**src/rtl/ps2_scancode_rx.sv**
```systemverilog
// PS/2 keyboard receiver: synchronizes and filters the PS/2 lines,
// deframes 11-bit frames and delivers raw scancode bytes.
//
// Ports:
//   clk_in     - system clock (50 MHz), all state in this domain
//   reset_n    - asynchronous active-low reset
//   ps2_clock  - raw PS/2 clock line (asynchronous)
//   ps2_data   - raw PS/2 data line (asynchronous)
//   scancode   - last correctly received byte, held until next good frame
//   valid      - one-cycle pulse when scancode is updated
//   parity_err - one-cycle pulse on odd-parity failure
//   frame_err  - one-cycle pulse on bad stop bit or inter-edge timeout
module ps2_scancode_rx #(
    parameter int P_FILTER  = 8,
    parameter int P_TIMEOUT = 50000
) (
    input  logic       clk_in,
    input  logic       reset_n,
    input  logic       ps2_clock,
    input  logic       ps2_data,
    output logic [7:0] scancode,
    output logic       valid,
    output logic       parity_err,
    output logic       frame_err
);

    localparam int TW = $clog2(P_TIMEOUT + 1);
    localparam logic [3:0]    FILT_LIM = 4'(P_FILTER - 1);
    localparam logic [TW-1:0] TMO_LIM  = TW'(P_TIMEOUT - 1);

    typedef enum logic [1:0] {
        S_IDLE,
        S_DATA,
        S_PARITY,
        S_STOP
    } state_t;

    state_t state;
    state_t state_nxt;

    logic          clk_s1;
    logic          clk_s2;
    logic          dat_s1;
    logic          dat_s2;
    logic          filt_clk;
    logic          filt_d;
    logic [3:0]    filt_cnt;

    logic [7:0]    shift;
    logic [2:0]    bit_cnt;
    logic          par_bit;
    logic [TW-1:0] tmo_cnt;

    logic          fall;
    logic          timeout;
    logic          par_ok;
    logic          valid_nxt;
    logic          parity_nxt;
    logic          frame_nxt;

    // Line synchronizers and clock glitch filter. The filtered level
    // only flips after P_FILTER consecutive samples at the new level;
    // the run counter restarts whenever the sample agrees again.
    always_ff @(posedge clk_in or negedge reset_n) begin
        if (!reset_n) begin
            clk_s1   <= 1'b1;
            clk_s2   <= 1'b1;
            dat_s1   <= 1'b1;
            dat_s2   <= 1'b1;
            filt_clk <= 1'b1;
            filt_d   <= 1'b1;
            filt_cnt <= '0;
        end else begin
            clk_s1 <= ps2_clock;
            clk_s2 <= clk_s1;
            dat_s1 <= ps2_data;
            dat_s2 <= dat_s1;
            filt_d <= filt_clk;
            if (clk_s2 == filt_clk) begin
                filt_cnt <= '0;
            end else if (filt_cnt == FILT_LIM) begin
                filt_clk <= clk_s2;
                filt_cnt <= '0;
            end else begin
                filt_cnt <= filt_cnt + 4'd1;
            end
        end
    end

    // One-cycle strobe in the cycle the filtered clock has just gone low.
    assign fall = filt_d & ~filt_clk;

    // Counter holds cycles since the edge that was last consumed; the
    // abort fires on the cycle it would reach P_TIMEOUT.
    assign timeout = (state != S_IDLE) && !fall && (tmo_cnt == TMO_LIM);

    // Odd parity: data ones plus the parity bit must be odd.
    assign par_ok = ^{shift, par_bit};

    // State register.
    always_ff @(posedge clk_in or negedge reset_n) begin
        if (!reset_n) begin
            state <= S_IDLE;
        end else begin
            state <= state_nxt;
        end
    end

    // Next-state logic.
    always_comb begin
        state_nxt = state;
        unique case (state)
            S_IDLE: begin
                if (fall && !dat_s2) begin
                    state_nxt = S_DATA;
                end
            end
            S_DATA: begin
                if (fall && (bit_cnt == 3'd7)) begin
                    state_nxt = S_PARITY;
                end
            end
            S_PARITY: begin
                if (fall) begin
                    state_nxt = S_STOP;
                end
            end
            S_STOP: begin
                if (fall) begin
                    state_nxt = S_IDLE;
                end
            end
            default: state_nxt = S_IDLE;
        endcase
        if (timeout) begin
            state_nxt = S_IDLE;
        end
    end

    // Output decode: the three events are exclusive by construction,
    // a stop-bit failure takes precedence over a parity failure.
    always_comb begin
        valid_nxt  = 1'b0;
        parity_nxt = 1'b0;
        frame_nxt  = 1'b0;
        if ((state == S_STOP) && fall) begin
            if (!dat_s2) begin
                frame_nxt = 1'b1;
            end else if (par_ok) begin
                valid_nxt = 1'b1;
            end else begin
                parity_nxt = 1'b1;
            end
        end
        if (timeout) begin
            frame_nxt = 1'b1;
        end
    end

    // Frame datapath: shift register, bit counter, parity capture.
    always_ff @(posedge clk_in or negedge reset_n) begin
        if (!reset_n) begin
            shift   <= '0;
            bit_cnt <= '0;
            par_bit <= 1'b0;
        end else if (fall) begin
            unique case (state)
                S_IDLE: begin
                    bit_cnt <= '0;
                end
                S_DATA: begin
                    shift   <= {dat_s2, shift[7:1]};
                    bit_cnt <= bit_cnt + 3'd1;
                end
                S_PARITY: begin
                    par_bit <= dat_s2;
                end
                S_STOP: begin
                    bit_cnt <= '0;
                end
                default: begin
                    bit_cnt <= '0;
                end
            endcase
        end
    end

    // Inter-edge timeout counter, idle at zero outside a frame.
    always_ff @(posedge clk_in or negedge reset_n) begin
        if (!reset_n) begin
            tmo_cnt <= '0;
        end else if ((state == S_IDLE) || fall || timeout) begin
            tmo_cnt <= '0;
        end else begin
            tmo_cnt <= tmo_cnt + TW'(1);
        end
    end

    // Registered outputs: pulses appear the cycle after the deciding edge.
    always_ff @(posedge clk_in or negedge reset_n) begin
        if (!reset_n) begin
            scancode   <= '0;
            valid      <= 1'b0;
            parity_err <= 1'b0;
            frame_err  <= 1'b0;
        end else begin
            valid      <= valid_nxt;
            parity_err <= parity_nxt;
            frame_err  <= frame_nxt;
            if (valid_nxt) begin
                scancode <= shift;
            end
        end
    end

endmodule

```
**config.mk**
```make
export PLATFORM = sky130hd
export DESIGN_NAME = ps2_scancode_rx
export DESIGN_NICKNAME = d
export VERILOG_FILES = /design/src/rtl/ps2_scancode_rx.sv
export SDC_FILE = /design/constraint.sdc
export NUM_CORES = 1
export LEC_CHECK = 0
export ABC_AREA = 1
export CAP_MARGIN = 15
export CORE_ASPECT_RATIO = 1.75
export CORE_MARGIN = 1
export CORE_UTILIZATION = 55
export DETAILED_ROUTE_END_ITERATION = 16
export PLACE_DENSITY = 0.73
export SYNTH_ARGS = -nofsm -noshare
export SYNTH_HDL_FRONTEND = slang
export SYNTH_SLANG_ARGS = --single-unit
export TNS_END_PERCENT = 10
```
**constraint.sdc**
```tcl
create_clock -name clk_in -period 4 [get_ports clk_in]
set_clock_uncertainty 0.1 [all_clocks]
set_input_delay 0.4 -clock clk_in [delete_from_list [all_inputs] [get_ports clk_in]]
set_output_delay 0.4 -clock clk_in [all_outputs]
set_load 0.05 [all_outputs]
```
Word-level counts from Yosys, hierarchy flattened:

Index checks and enable logic that the tools add are counted.

* muxes and demuxes: 19
* add/sub/neg operators: 3
* bitwise operators: 3
* equal/unequal tests: 11
* reductions and logical operators: 19

Operators by type and width (number)
* 16-bit by 1-bit adder with 16-bit output, second input constant: 1
* 16-bit equality test, second input constant: 1
* 16-bit two-way mux: 1
* 3-bit != test, second input constant: 4
* 2-bit two-way mux: 5
* 1-bit two-way mux: 9
* 9-bit parity: 1
* 4-bit two-way mux: 2
* 2-bit case mux with 4 select lines: 1
* 2-bit AND reduction: 4
* 3-bit case mux with 2 select lines: 1
* 1-bit logical AND: 5
* 4-bit by 1-bit adder with 4-bit output, second input constant: 1
* 2-bit equality test, second input constant: 2
* 4-bit by 3-bit equality test with 1-bit output, second input constant: 1
* 4-bit AND reduction: 1
* 2-bit nonzero test: 2
* 3-bit by 1-bit adder with 3-bit output, second input constant: 1
* 3-bit equality test, second input constant: 1
* 2-bit by 1-bit equality test with 1-bit output, second input constant: 1
* 1-bit zero test: 2
* 2-bit zero test: 1
* 1-bit logical OR: 2
* 1-bit inverter: 2
* other kinds (3): 3

* word-level logic and storage cells: 71
* input port bits: 4
* output and inout bits: 11
* bits in registers: 51

Depth between registers and ports, before layout:

Gate-level depths: netlist of the first run.

* depth in word-level cells: 7
* mapped depth: 11
* gate-level depth less buffers: 11

Worst setup path before layout of the first run:

No wires, ideal clock.

* path type: register to register
* from: register state[0]
* to: register state[0]
* path buffers: 0
* slack: 2.460 ns
* required time: 3.778 ns
* arrival: 1.317 ns
* setup time: 0.122 ns
* period minus slack after synthesis: 1.540 ns
* stages on the path, launching flop included: 8
* cells stage by stage: dfrtp_1 inv_1 ha_1 o32ai_1 nand2b_1 nand2_1 nand2_1 nand2_1

* word-level cells in the longest chain between the ends: 5
* elaborated cells between the ends (all ways): 14
* classes of those cells: eq/ne: 7; mux: 2; reduce/logical: 5

Ends and longest elaborated chain
* start: declaration: RTL line 38 `state_t state;`
* start signal: assignment: RTL line 105 `state <= state_nxt;`
* 2-bit nonzero test: RTL line 95 `assign timeout = (state != S_IDLE) && !fall && (tmo_cnt == TMO_LIM);`
* 1-bit logical AND (2 in a row): RTL line 95
* 3-bit != test (no source line)
* 4-bit AND reduction (no source line)

Parallel ways exist; a longest one is shown, timed or not.
A chain may end at the register's enable or synchronous reset.

Final worst setup path of the first run:

* from: register scancode[1]
* to: output port scancode[1]

RTL lines
* start: declaration: RTL line 21 `output logic [7:0] scancode,`
* start signal: assignment: RTL line 211 `scancode <= shift;`

No word-level cell between the ends.

==> impl_metrics.yaml, run 1 <==
synth:
  synth-seq-area-share_pct: 50.5
  synth-main-ff-cell: "sky130_fd_sc_hd__dfrtp_1"
  postSynthAreaPerCell_um2: 8.70
  post_synth_instance_area_mm2: 0.00254
  asyncSetResetFlopFracSynth_pct: 100
  most_common_cell_in_the_netlist: "sky130_fd_sc_hd__nand2_1"
  netlist_instances: 292
  number_of_enable_flip_flop_cells_after_synthesis: 0
  synth_nets: 305
  yosysTopAreaCellShare_pct: 44.3
  synthesis.yosys.warnings: 0
  ys_ff_latch: 51
  synth.top_cells.by_area: "sky130_fd_sc_hd__dfrtp_1 44%, sky130_fd_sc_hd__nand2_1 11%, sky130_fd_sc_hd__dfstp_2 6.2%"
  synth_top_area_cell: "sky130_fd_sc_hd__dfrtp_1"
  yosys-top-cells-count: "74 x sky130_fd_sc_hd__nand2_1, 45 x sky130_fd_sc_hd__dfrtp_1, 31 x sky130_fd_sc_hd__inv_1"
  yosys.cell_types.count: 33
power:
  power_after_layout_uw: 1410
  power_leakage_uw: 0.00137
  irDropWorstVdd_v: 0.000371
  power.density_mw_per_mm2: 496
clock_network:
  ctsLongestPathBuffers: 2
  number_of_buffers_added_by_the_clock_tree_synthesis_step: 5
  worst_skew_pair.late_latency_ps: 310
  cts_max_level: 2
  tritoncts_num_sinks: 51
  cts_root_buf: "sky130_fd_sc_hd__clkbuf_8"
  clkSlewWorstSetupHoldPaths_ps: 100
  tritoncts: "yes"
layout:
  syn2layout_area_growth_pct: 11.7
  layout-drive-gt1-share_pct: 15.3
  insertedDiodeCount: 0
  utilization_pct: 64.4
  design.final.nets: 326
worst_setup_path:
  reg2reg_depth: 10
  critical_path_stages: 1
  critPathCaptureType: "output pin"
  critical_path.max_fanout: 2
  cells_along_the_critical_path: "clkdlybuf4s50_1"
  critPathKind: "flip-flop to output pin"
  max_stage_delay_ps: 810
  crit_family: "buffers and inverters"
  critPathRequiredTime_ps: 3500
  cp_data_arrival_time_ps: 1500
  cp_slowest_cell: "sky130_fd_sc_hd__clkdlybuf4s50_1"
  setup.worst_path.start_class: "flip-flop"
  timing.critical_path.buf_inv: 1
drt:
  drt_first_pass_iters: 4
  detail_route.wl_per_cell_um: 12.9
  via_count: 1901
  route.detailed.vias_per_inst: 5.21
  dr.first_iter.drc_count: 41
  route.antenna.remaining_nets: 0
  routed_wirelength_um: 4700
  drc: 0
sta:
  max_clock_freq_mhz: 499
  unrepaired_setup_endpoints_after_global_routing: "false"
  final-max-slew-violation-count: 0
  timing.final.hold_violations: 0
  final.min_clock_period_ps: 2000
  slew_headroom_pct: 66.3
  fin_tns_setup_ps: 0
  worstMarginPinSlew_ps: 504
  setup_viol: 0
  layout_worst_path_cycle_share_pct: 50.1
place:
  place_congestion: 0.768
  dp_hpwl_um: 3510
  port_buffers: 14
floorplan:
  num_rows: 32
  boundaryPins: 15
  dieArea_mm2: 0.00490
  horiz_die_dim_um: 53.4
  core-area_mm2: 0.00440
  initial_core_util_pct: 57.7
  vertical_extent_of_the_die_um: 91.9
global_routing:
  grt_first_pass_wirelength_um: 7960
  initial_antenna_violation_count: 0
  grt_start_max_net_pins: 38
  first_global_vias: 1806
  grt.total_usage_pct: 22.2
  grt_remaining_overflow: 0
hold_path:
  hp-class: "flip-flop to flip-flop"
  hold-path-cell-count: 0
run_status:
  outcome: "complete, no violations"
flow_run:
  maxCapViolations: 0
[through the flow]
stage	worst slack, ps	cell area, um^2	cells	hold slack (ps)
final	2000	2840	365	256
after CTS	1990	2840	365	254
after floorplan	2460	2540	292	4.41
after detailed placement	2170	2740	356	231
after global routing	1940	2840	365	255
after global placement	2190	2740	356	232
[state kept, by name, summed over array words and instances (netlist names)]
name and cells:
scancode 8, tmo_cnt 16, parity_err 1, shift 8, dat_s1 1, clk_s1 1
dat_s2 1, filt_cnt 4, frame_err 1, par_bit 1, clk_s2 1, filt_d 1
bit_cnt 3, filt_clk 1, state 2, valid 1
[per-layer routing]
layer | share of wire [%] | up-vias | global-route usage, % | wire length [um]
met5 | 0 | - | 0 | 0
met4 | 1.3 | 0 | 7.24 | 60
met3 | 1.7 | 4 | 3.98 | 79
met2 | 53 | 18 | 39.2 | 2520
met1 | 44 | 906 | 25.9 | 2050
li1 | - | 973 | - | -
[what timing repair did]
action	4_1_cts	5_1_grt
hold buffers	1	0
setup buffers	0	0
hold endpoints to repair	14	0
resized for setup	0	0
[report_power, final]
group          leakage (uW)  switching [uW]  internal [uW]
combinational      0.000645             296            152
sequential         0.000680            59.5            593
clock             0.0000408             180            125
[cells in the final DEF, fill, tap and decap left out]
cell                              count
sky130_fd_sc_hd__nor4_1               1
sky130_fd_sc_hd__a21oi_1              5
sky130_fd_sc_hd__clkbuf_8             5
sky130_fd_sc_hd__nand3_4              1
sky130_fd_sc_hd__dfstp_2              6
sky130_fd_sc_hd__o21ai_0             18
sky130_fd_sc_hd__nand2_2             12
sky130_fd_sc_hd__dfrtp_1             45
sky130_fd_sc_hd__inv_2                4
sky130_fd_sc_hd__nand3_2              6
sky130_fd_sc_hd__nand3b_1             1
sky130_fd_sc_hd__dlygate4sd3_1        1
sky130_fd_sc_hd__clkdlybuf4s50_1     13
sky130_fd_sc_hd__nor3_1               5
sky130_fd_sc_hd__nor2_8               1
sky130_fd_sc_hd__o21a_1               1
sky130_fd_sc_hd__nand3_1             21
sky130_fd_sc_hd__buf_4                1
sky130_fd_sc_hd__inv_1               31
sky130_fd_sc_hd__nor3_2               1
sky130_fd_sc_hd__nand2b_1             1
sky130_fd_sc_hd__inv_6                1
sky130_fd_sc_hd__buf_2                1
sky130_fd_sc_hd__xor2_1               4
sky130_fd_sc_hd__o2111ai_1            1
sky130_fd_sc_hd__mux2_2               1
sky130_fd_sc_hd__nand2_1             74
sky130_fd_sc_hd__or2_0                1
sky130_fd_sc_hd__ha_1                 9
sky130_fd_sc_hd__xnor2_1              2
sky130_fd_sc_hd__clkinvlp_4           2
sky130_fd_sc_hd__nor2_1              29
sky130_fd_sc_hd__nor2_4               2
sky130_fd_sc_hd__nor2_2               2
sky130_fd_sc_hd__nand2_4              2
sky130_fd_sc_hd__nand4_1              1
sky130_fd_sc_hd__o32ai_1              1
sky130_fd_sc_hd__a211oi_1             1
[final cells by class]
class | count | area [um^2]
clock inverters | 3 | 23.8
inverters | 35 | 131
well taps | 51 | 63.8
multi-input cells | 204 | 1110
clock buffers | 5 | 68.8
fillers | 378 | 1570
flip-flops and latches | 51 | 1280
repair buffers | 16 | 153
[cells by family after synthesis]
group,share of synthesized area [%]
AO/OA/AOI/OAI,5.81
XOR/XNOR,2.07
adder cells (fa/ha/maj),4.43
buffers and inverters,5.62
flip-flops,50.5
multiplexers,0.443
AND/OR/NAND/NOR,31.1
[path summary, 6_finish.rpt]
path                        startpoint          end  slack [ps]
max                        scancode[1]  scancode[1]        2000
min                             clk_s1       clk_s2         260
max reg2reg                 tmo_cnt[0]   tmo_cnt[7]        2180
min reg2reg                     clk_s1       clk_s2         260
max in group asynchronous      reset_n       dat_s1        2560
min in group asynchronous      reset_n   tmo_cnt[7]         420
(Power assumes the default switching activity.)
==> run 2: changes to the inputs <==
==> constraint.sdc (replaced) <==
create_clock -name clk_in -period 1.89 [get_ports clk_in]
set_clock_uncertainty 0.1 [all_clocks]
set_input_delay 0.189 -clock clk_in [delete_from_list [all_inputs] [get_ports clk_in]]
set_output_delay 0.189 -clock clk_in [all_outputs]
set_load 0.05 [all_outputs]
==> run 2 against run 1 <==
- clock power grew 99%
- sequential cell count stayed put
- clock-buffer cell count is the same
- critical path type unchanged
- largest cell class unchanged
==> impl_metrics.yaml, run 2 (synthesized netlist as in run 1, its figures left out) <==
floorplan:
  initial_core_util_pct: 57.7
  core-area_mm2: 0.00440
  horiz_die_dim_um: 53.4
  boundaryPins: 15
  dieArea_mm2: 0.00490
  vertical_extent_of_the_die_um: 91.9
  num_rows: 32
drt:
  via_count: 1905
  detail_route.wl_per_cell_um: 12.9
  dr.first_iter.drc_count: 36
  drc: 0
  route.detailed.vias_per_inst: 5.19
  routed_wirelength_um: 4730
  drt_first_pass_iters: 4
  route.antenna.remaining_nets: 0
sta:
  fin_tns_setup_ps: 0
  layout_worst_path_cycle_share_pct: 94.5
  worstMarginPinSlew_ps: 546
  max_clock_freq_mhz: 560
  timing.final.hold_violations: 0
  setup_viol: 0
  final.min_clock_period_ps: 1790
  final-max-slew-violation-count: 0
  unrepaired_setup_endpoints_after_global_routing: "false"
  slew_headroom_pct: 63.6
layout:
  max_flop_register: "tmo_cnt"
  max_reg_flops: 16
  finish.instance_area_mm2: 0.00286
  layout.cells.most_common: "sky130_fd_sc_hd__nand2_1"
  layout-drive-gt1-share_pct: 15.8
  syn2layout_area_growth_pct: 12.7
  insertedDiodeCount: 0
  top_regs: "tmo_cnt x16, scancode x8, shift x8"
  design.final.nets: 329
  final_cell_mix: "74 x sky130_fd_sc_hd__nand2_1, 45 x sky130_fd_sc_hd__dfrtp_1, 31 x sky130_fd_sc_hd__inv_1"
worst_setup_path:
  max_stage_delay_ps: 810
  reg2reg_depth: 9
  cells_along_the_critical_path: "clkdlybuf4s50_1"
  timing.critical_path.buf_inv: 1
  r2r-start: "filt_d"
  cp_slowest_cell: "sky130_fd_sc_hd__clkdlybuf4s50_1"
  regToRegSetupSlack_ps: 190
  setup.worst_path.start_class: "flip-flop"
  critPathKind: "flip-flop to output pin"
  critPathRequiredTime_ps: 1600
  cp_data_arrival_time_ps: 1500
  crit_family: "buffers and inverters"
  worst_r2r_endpoint: "scancode[6]"
  critPathCaptureType: "output pin"
  critical_path.max_fanout: 2
clock_network:
  cts_max_level: 2
  tritoncts: "yes"
  postCtsSetupRepairBufs: 0
  cts_root_buf: "sky130_fd_sc_hd__clkbuf_8"
  postCtsResizedCells: 0
  worst_skew_pair.late_latency_ps: 310
  clkSlewWorstSetupHoldPaths_ps: 90
  number_of_buffers_added_by_the_clock_tree_synthesis_step: 5
  tritoncts_num_sinks: 51
  ctsLongestPathBuffers: 2
  hold_buffers: 1
global_routing:
  grt_start_max_net_pins: 30
  grt_remaining_overflow: 0
  grt.total_usage_pct: 23.3
  grt_first_pass_wirelength_um: 8240
  initial_antenna_violation_count: 0
  first_global_vias: 1951
hold_path:
  min_to: "clk_s1"
  worst_hold_startpoint: "ps2_clock"
  hold-path-cell-count: 1
  hp-class: "input port to flip-flop"
power:
  power_leakage_uw: 0.00139
  power.density_mw_per_mm2: 1060
  irDropWorstVdd_v: 0.000838
flow_run:
  maxCapViolations: 0
place:
  dpl_cell_area_mm2: 0.00277
  place_congestion: 0.781
  port_buffers: 14
  dp_hpwl_um: 3660
run_status:
  outcome: "complete, no violations"
==> run 2: final cells by class <==
cell class / count / area, um^2
sequential: 51 / 1280
fill: 395 / 1540
inverter: 35 / 131
timing repair buffer: 19 / 188
multi-input combinational: 204 / 1110
tap: 51 / 63.8
clock inverter: 2 / 13.8
clock buffer: 5 / 68.8
==> run 2: through the flow <==
stage          util (%)  total power (uW)  hold slack (ps)  setup slack, ps  std cells
4_1_cts            65.0              3050              179             89.9        367
2_1_floorplan         -              2150             -207              350        292
6_report           65.0              3030              187              103        367
5_1_grt            65.0              3260              176             30.5        367
3_3_place_gp       62.9              2410              104              199        359
3_5_place_dp       62.9              2440              108              176        359
==> run 2: per-layer routing <==
layer	share of wire (%)	up-vias	wire (um)	global-route usage (%)
met5	0	-	0	0
li1	-	976	-	-
met3	1.7	8	81	3.98
met1	40	902	1870	24.7
met2	56	19	2670	42.2
met4	2.4	0	112	10.5
==> run 2: how the worst max path moves through the flow <==
stage / start / to / cells after the start / slack [ps]
after floorplan: state[0] / state[0] / 7 / 350
after global placement: filt_d / scancode[4] / 9 / 200
after detailed placement: filt_d / scancode[6] / 9 / 180
after CTS: scancode[3] / scancode[3] / 1 / 90
after global routing: filt_d / scancode[6] / 9 / 30
final: scancode[2] / scancode[2] / 1 / 100
==> run 2: power by group <==
group	leakage [uW]	switching (uW)	internal, uW	total (uW)
logic	0.000664	658	380	1040
registers	0.000680	124	1250	1380
clock network	0.0000440	355	254	609
total	0.00139	1140	1890	3030
==> patch (settings of run 1) <==
`P_TIMEOUT`: 50000 -> 25000.
--- a/src/rtl/ps2_scancode_rx.sv
+++ b/src/rtl/ps2_scancode_rx.sv
@@ -14,3 +14,3 @@
     parameter int P_FILTER  = 8,
-    parameter int P_TIMEOUT = 50000
+    parameter int P_TIMEOUT = 25000
 ) (
Check against the original RTL: same outputs for any inputs over 10 cycles, from zero or initial values and one cycle with reset_n low; that may be too few to reach the edited logic, so the function may still have changed.
==> patch against run 1 <==
Area after synthesis decreased by 4.2%; global-route usage decreased by 0.44 points; power increased by 0.21%; sequential cell count decreased by 1; setup slack improved by 0.043 ns; wire length decreased by 5.9%; die area decreased by 4.1%; cell area decreased by 3.0%; largest power group unchanged.
==> patch: results (changes against run 1) <==
Outcome
  – Status: finished, final reports clean

Worst setup path
  – Maximum fanout along the worst path: 2 (unchanged)
  – Flop2flop setup slack: 2.24 ns (+0.06 ns)
  – Beginning of the critical path: scancode[3]
  – Critical path endpoint: scancode[3]
  – Reg2Reg Depth: 9 (-1)
  – Reg-to-Reg End: tmo_cnt[13]
  – CP Data Arrival Time: 1.46 ns (-0.04 ns)

GRT
  – GRT Resource Usage Total: 21.77% (-0.44 points)
  – GR Util met2: 39.87% (+0.71 points)
  – Antenna violations before repair: 0 (unchanged)
  – First-pass GRT wire length: 7.790 mm (-2.2%)
  – Largest net degree at the start of global routing: 51 (+34%)
  – Vias in the first global route: 1841 (+1.9%)
  – Met1 Use GR: 22.80% (-3.1 points)
  – Met3 usage: 3.723% (-0.26 points)

Pwr
  – Leakage power: 1.330 nW (-2.6%)
  – P_sw: 0.5061 mW (-5.6%)
  – Net Sw Frac: 35.90% (-2.2 points)
  – Clk power: 0.353 mW (+15%)
  – Comb pwr share: 29.2% (-2.7 points)
  – VDD IR-drop max: 0.3928 mV (+5.7%)

Finish
  – Antenna Cells: 0 (unchanged)
  – Top flop regs: tmo_cnt (15), scancode (8), shift (8)
  – Ratio of cells with drive above 1 in the final layout: 11.67% (-3.6 points)
  – Nets: 312 (-4.3%)

Route
  – DR WL met3: 77 um (-2.5%)
  – DR iter-0 viols: 23 (-44%)
  – Metal-1 WL: 1.756 mm (-14%)
  – Met2 Wirelength: 2.498 mm (-0.68%)
  – Drt drc: 0 (unchanged)
  – Routed via count: 1830 (-3.7%)
  – Routed len/inst: 12.67 um (-1.6%)
  – Vias per Instance: 5.244 (+0.68%)

Placement
  – Pre-CTS WS: 2.245 ns (+0.07552 ns)
  – Placed Cells: 339 (-4.8%)
  – Hpwl dp: 3.266 mm (-6.9%)
  – GP Congestion: 0.8036 (+4.6%)

Logic synthesis
  – Sequential area share after synthesis: 51.72% (+1.2 points)
  – Area contributors post-synth: dfrtp_1 (45%), nand2_1 (12%), dfstp_2 (6.5%), nand3_1 (4.9%), ha_1 (4.6%)
  – Most used DFF post-synth: dfrtp_1
  – Synth Area per Inst: 8.754 um^2 (+0.64%)
  – Synthesized Nets: 291 (-4.6%)
  – XOR/XNOR share of the synthesized area: 2.519% (+0.45 points)
  – Synth async-reset ratio: 100.0% (unchanged)
  – Synth Area in Compound Gates: 5.861% (+0.048 points)
  – Top cells by count, synth: nand2_1 (75), dfrtp_1 (44), inv_1 (28), nand3_1 (24), nor2_1 (22)
  – Post-synthesis mux area share: 0.4627% (+0.019 points)
  – Adder-cell area share of the yosys netlist: 4.627% (+0.19 points)
  – Cell variety after synth: 30 (-9.1%)

Clock tree
  – Hold buffers post-CTS: 0 (-1)
  – Maximum root-to-sink buffer count: 2 (unchanged)
  – CTS buffer count: 5 (unchanged)

Timing
  – Worst-margin pin slew: 0.4909 ns (-0.01296 ns)
  – Crit share post-route: 49.03% (-1.1 points)

Hold path
  – Worst min path class: register to register
  – Worst Hold Path Cells: 0 (unchanged)
  – Hold Startpoint: clk_s1
  – Hold Path End: clk_s2
## patch: changes by cell type after synthesis, sizes merged, moves of 3 or more
cell,change
nand2,-8
nor2,-8
inv,-4
nor3,+4
nand4,+3
xnor2,+3
## patch: cell families after synthesis
| group | after synthesis |
|---|---|
| flops | 50 |
| mux | 1 |
| compound gates | 27 |
| simple gates | 151 |
| fa+ha+maj | 9 |
| xor+xnor | 7 |
| buf+inv | 33 |
## patch: metrics by stage
stage	hold WS (ns)	area [um^2]
final	0.2600	2754
after global routing	0.2633	2754
after CTS	0.2188	2724
after detailed placement	0.2468	2615
after global placement	0.2461	2615
after floorplan	0.004409	2434
## patch: area by class of cell
| type | instances | area (um^2) |
|---|---|---|
| well taps | 49 | 61.31 |
| repair buffers | 16 | 165.2 |
| clock buffers | 5 | 68.82 |
| multi-input cells | 195 | 1044 |
| flip-flops and latches | 50 | 1259 |
| fillers | 358 | 1435 |
| clock inverters | 3 | 40.04 |
| inverters | 31 | 116.4 |
